File: src/rtl/onehot_monitor.sv
// Two-stage one-hot checker/encoder: popcount, lowest-set-bit index, per-result
// violation flag, and saturating violation accounting with first-violation capture.
module onehot_monitor #(
  parameter int WIDTH = 128,
  parameter int CNT_W = 8,
  parameter int IDX_W = (WIDTH > 1) ? $clog2(WIDTH) : 1,
  parameter int POP_W = $clog2(WIDTH + 1)
) (
  input  logic             clk,
  input  logic             rst_n,
  input  logic             in_valid,
  input  logic [WIDTH-1:0] in_data,
  input  logic             in_mode,
  input  logic             clr,
  output logic             out_valid,
  output logic             out_onehot,
  output logic             out_onehot0,
  output logic [POP_W-1:0] out_popcnt,
  output logic [IDX_W-1:0] out_index,
  output logic             out_viol,
  output logic             viol_sticky,
  output logic [CNT_W-1:0] viol_count,
  output logic [WIDTH-1:0] first_viol_data,
  output logic             first_viol_mode
);

  localparam logic [CNT_W-1:0] CNT_MAX = {CNT_W{1'b1}};
  localparam logic [POP_W-1:0] POP_ONE = POP_W'(1);

  logic             s1_valid_r;
  logic [WIDTH-1:0] s1_data_r;
  logic             s1_mode_r;
  logic             captured_r;

  logic [POP_W-1:0] pop_s;
  logic [IDX_W-1:0] idx_s;
  logic             viol_s;

  function automatic logic [CNT_W-1:0] sat_inc(input logic [CNT_W-1:0] value);
    return (value == CNT_MAX) ? value : value + CNT_W'(1);
  endfunction

  // Stage 1: unconditional capture of the qualified input beat.
  always_ff @(posedge clk or negedge rst_n) begin
    if (!rst_n) begin
      s1_valid_r <= 1'b0;
      s1_data_r  <= '0;
      s1_mode_r  <= 1'b0;
    end else begin
      s1_valid_r <= in_valid;
      s1_data_r  <= in_data;
      s1_mode_r  <= in_mode;
    end
  end

  // Popcount and lowest-set-bit index of the stage-1 vector; scanning downward
  // lets the lowest set bit win the final assignment.
  always_comb begin
    pop_s = '0;
    idx_s = '0;
    for (int i = WIDTH - 1; i >= 0; i--) begin
      pop_s = pop_s + POP_W'(s1_data_r[i]);
      idx_s = s1_data_r[i] ? IDX_W'(i) : idx_s;
    end
    viol_s = s1_mode_r ? (pop_s > POP_ONE) : (pop_s != POP_ONE);
  end

  // Stage 2: result fields hold between valid beats; out_viol is qualified by valid.
  always_ff @(posedge clk or negedge rst_n) begin
    if (!rst_n) begin
      out_valid   <= 1'b0;
      out_onehot  <= 1'b0;
      out_onehot0 <= 1'b0;
      out_popcnt  <= '0;
      out_index   <= '0;
      out_viol    <= 1'b0;
    end else begin
      out_valid <= s1_valid_r;
      out_viol  <= s1_valid_r & viol_s;
      if (s1_valid_r) begin
        out_onehot  <= (pop_s == POP_ONE);
        out_onehot0 <= (pop_s <= POP_ONE);
        out_popcnt  <= pop_s;
        out_index   <= idx_s;
      end else begin
        out_onehot  <= out_onehot;
        out_onehot0 <= out_onehot0;
        out_popcnt  <= out_popcnt;
        out_index   <= out_index;
      end
    end
  end

  // Violation accounting; clr takes priority over a violation landing the same edge.
  always_ff @(posedge clk or negedge rst_n) begin
    if (!rst_n) begin
      viol_sticky     <= 1'b0;
      viol_count      <= '0;
      first_viol_data <= '0;
      first_viol_mode <= 1'b0;
      captured_r      <= 1'b0;
    end else if (clr) begin
      viol_sticky     <= 1'b0;
      viol_count      <= '0;
      first_viol_data <= '0;
      first_viol_mode <= 1'b0;
      captured_r      <= 1'b0;
    end else if (s1_valid_r && viol_s) begin
      viol_sticky <= 1'b1;
      viol_count  <= sat_inc(viol_count);
      if (!captured_r) begin
        first_viol_data <= s1_data_r;
        first_viol_mode <= s1_mode_r;
        captured_r      <= 1'b1;
      end else begin
        first_viol_data <= first_viol_data;
        first_viol_mode <= first_viol_mode;
        captured_r      <= captured_r;
      end
    end else begin
      viol_sticky <= viol_sticky;
      viol_count  <= viol_count;
    end
  end

endmodule

File: config.mk
export PLATFORM = sky130hd
export DESIGN_NAME = onehot_monitor
export DESIGN_NICKNAME = d
export VERILOG_FILES = /design/src/rtl/onehot_monitor.sv
export SDC_FILE = /design/constraint.sdc
export NUM_CORES = 1
export LEC_CHECK = 0
export CORE_UTILIZATION = 46
export DETAILED_ROUTE_END_ITERATION = 10
export HOLD_SLACK_MARGIN = 0.15
export PLACE_DENSITY_LB_ADDON = 0.1
export SLEW_MARGIN = 20
export SYNTH_ARGS = -nofsm -noshare
export SYNTH_HDL_FRONTEND = slang
export SYNTH_SLANG_ARGS = --single-unit
File: constraint.sdc
create_clock -name clk -period 9.8 [get_ports clk]
set_input_delay 1.47 -clock clk [delete_from_list [all_inputs] [get_ports clk]]
set_output_delay 1.47 -clock clk [all_outputs]
set_load 0.05 [all_outputs]
==> metrics.cfg <==
[hold_path]
holdPathEnd = out_popcnt[4]
hold_path.class = reg2reg
hold_depth = 1
min_from = out_popcnt[4]

[critical_path]
worstSetupEndpointType = flop
rr_worst_depth = 27
critPathKind = reg2reg
r2r_slack_ns = 1.12
crit_fanout = 67
cp.arrival_ns = 9.15
crit_path_start_kind = flop
timing.rr.end = first_viol_data[84]
rr_startpoint = s1_data_r[101]
crit_required_ns = 10.26

[global_routing]
gr-total-overflow = 0
grt_pass1_vias = 11890
grt_max_degree = 132
grt_pass1_wl_um = 64700
grt_usage_pct = 25.3
antenna_found_initial = 1

[drt]
viasPerCell = 5.33
routedWlPerCell_um = 19.0
postRouteAntennaNets = 0
drtPass1Iterations = 5
drc = 0
vias = 11266
first_iter_violations = 733
postRouteWirelength_um = 40100

[timing]
fmax_mhz = 115
fin_hold_ws_ns = 0.512
layout_setup_ws_ns = 1.12
setup_viol_count_final = 0
worst_slew_pin_slew_ns = 0.970
hold_violations = 0
slew_violations = 0
period_needed_ns = 8.68
fin_setup_tns_ns = 0
relSlewSlack_pct = 35.4
fin_crit_sh_pct = 88.6
rsz0062_at_grt = false
skew_ns = 0.0128

[floorplan]
die_width_um = 180
fp.coreArea_um2 = 30900
num_rows = 64
die_h_um = 180
start_util_pct = 47.2
io_pins = 290
die_area_um2 = 32400

[final_layout]
fin_nets = 1968
most-common-layout-cells = 287 x dfrtp_1, 287 x clkdlybuf4s50_1, 282 x nand2_1, 191 x inv_1, 162 x a21oi_1
insertedDiodeCount = 0
drive_gt1_share_pct = 4.37
syn_to_final_growth_pct = 28.9

[cts]
hold_buffers = 0
cts_max_path_buffers = 3
cts_sinks = 287
cts_tree = built
numCtsBuffers = 29
cts-htree-levels = 1
clk_latency_ns = 0.55
cts_setup_buffers = 0
ctsResizeCount = 0
cts.clk_slew.worst_paths_ns = 0.06
cts_root_buffer = clkbuf_16

[yosys]
synth_edf_count = 0
yosys_register_bits = 287
synth.net_count = 1688
synth_ff_type = dfrtp_1
ys_async_sr_fraction_pct = 100
syn_avg_cell_area_um2 = 10.3
yosys_warnings = 0
synth_cells = 1414
yosysUniqueCellTypes = 61
yosysSeqAreaShare_pct = 49.2
synthesis.area_um2 = 14600

[outcome]
status = finished clean

[placement]
io_buffers = 289
dp_slack_ns = 1.17
hpwl_um = 30100
gp_congestion = 0.945

[job]
maxCapViolCount = 0

-- Yosys cell counts (3+ instances only) --
library cell	n	area share, %
a2111oi_0	6	0.36
nor3b_1	3	0.15
o31ai_1	8	0.41
a21o_1	4	0.21
buf_4	13	0.67
o22ai_1	4	0.17
nor3_1	21	0.72
nand4_1	6	0.26
mux2_2	8	0.62
or4_1	13	0.67
dfrtp_1	287	49
xnor2_1	3	0.18
nand2_1	282	7.3
a211oi_1	6	0.31
ha_1	26	2.2
mux2i_1	3	0.21
o311ai_0	3	0.18
o211ai_1	6	0.31
o21a_1	5	0.26
nand2b_1	8	0.34
nor4_1	43	1.8
o21bai_1	4	0.21
or3_1	7	0.30
fa_1	115	16
o21ai_0	26	0.89
a21boi_0	3	0.15
nor2_1	46	1.2
clkbuf_1	28	0.72
a31oi_1	5	0.21
nor2b_1	12	0.51
buf_2	5	0.17
o31a_1	3	0.18
nand3_1	14	0.48
inv_1	191	4.9
a21oi_1	162	5.6
-- sequential cells by signal (all words and copies together), names as in the netlist --
| name | cells |
|---|---|
| out_popcnt | 8 |
| first_viol_mode | 1 |
| viol_count | 8 |
| out_onehot | 1 |
| viol_sticky | 1 |
| out_valid | 1 |
| s1_valid_r | 1 |
| first_viol_data | 128 |
| s1_data_r | 128 |
| s1_mode_r | 1 |
| out_viol | 1 |
| out_index | 7 |
| out_onehot0 | 1 |
-- final cells by class --
class / instances / area (um^2)
Fill cell: 2606 / 12100
Inverter: 191 / 717
Tap cell: 396 / 495
Clock buffer: 43 / 858
Clock inverter: 11 / 119
Timing Repair Buffer: 296 / 2960
Multi-Input combinational cell: 889 / 6470
Sequential cell: 287 / 7180
-- logic make-up (layout without fill, tap and decap cells) --
kind of cell / Yosys count / after routing / share of synthesized area [%]
fa+ha+maj: 141 / 141 / 18.0
compound gates: 266 / 266 / 10.8
simple gates: 468 / 468 / 14.4
flops: 287 / 287 / 49.2
mux: 11 / 11 / 0.823
buf+inv: 238 / 541 / 6.51
xor+xnor: 3 / 3 / 0.180
-- stage by stage --
stage / util, % / instances / area, um^2
after detailed placement: 57.7 / 2059 / 17800
after floorplan: - / 1414 / 14600
after CTS: 60.8 / 2113 / 18800
after global placement: 57.7 / 2059 / 17800
after global routing: 60.9 / 2113 / 18800
final: 60.9 / 2113 / 18800
-- how the worst max path moves through the flow --
| stage | cells past startpoint | endpoint | slack (ns) | from |
|---|---|---|---|---|
| floorplan | 28 | first_viol_data[0] | 2.05 | s1_data_r[101] |
| global placement | 25 | first_viol_data[77] | 1.29 | s1_data_r[113] |
| detailed placement | 27 | first_viol_data[76] | 1.17 | s1_data_r[101] |
| CTS | 27 | first_viol_data[122] | 1.11 | s1_data_r[101] |
| global route | 27 | first_viol_data[83] | 0.76 | s1_data_r[101] |
| finish | 27 | first_viol_data[84] | 1.12 | s1_data_r[101] |
-- metal layers --
metal	vias to the layer above	track usage (%)	wire length, um
met5	-	0	9
met4	2	8.27	1340
met3	76	4.77	2480
met2	383	40.6	18800
met1	5595	35.0	17500
li1	5210	-	-
-- critical path, stage by stage, from the launching register on --
cell     delay [ns]
dfrtp_1        0.44
fa_1           0.55
inv_1          0.06
fa_1           0.50
inv_1          0.07
fa_1           0.48
inv_1          0.05
fa_1           0.49
fa_1           0.52
inv_1          0.06
fa_1           0.47
inv_1          0.05
fa_1           0.53
fa_1           0.43
fa_1           0.52
fa_1           0.42
inv_1          0.08
ha_1           0.18
inv_1          0.07
fa_1           0.45
nor2b_1        0.26
o22ai_1        0.22
mux2i_1        0.25
or3_4          0.20
o21a_4         0.62
buf_12         0.34
nand2_1        0.09
a21oi_1        0.14
Power is left out: the tool's default activity adds up to more than one toggle a clock period on the data nets, which glitch-free logic cannot reach.
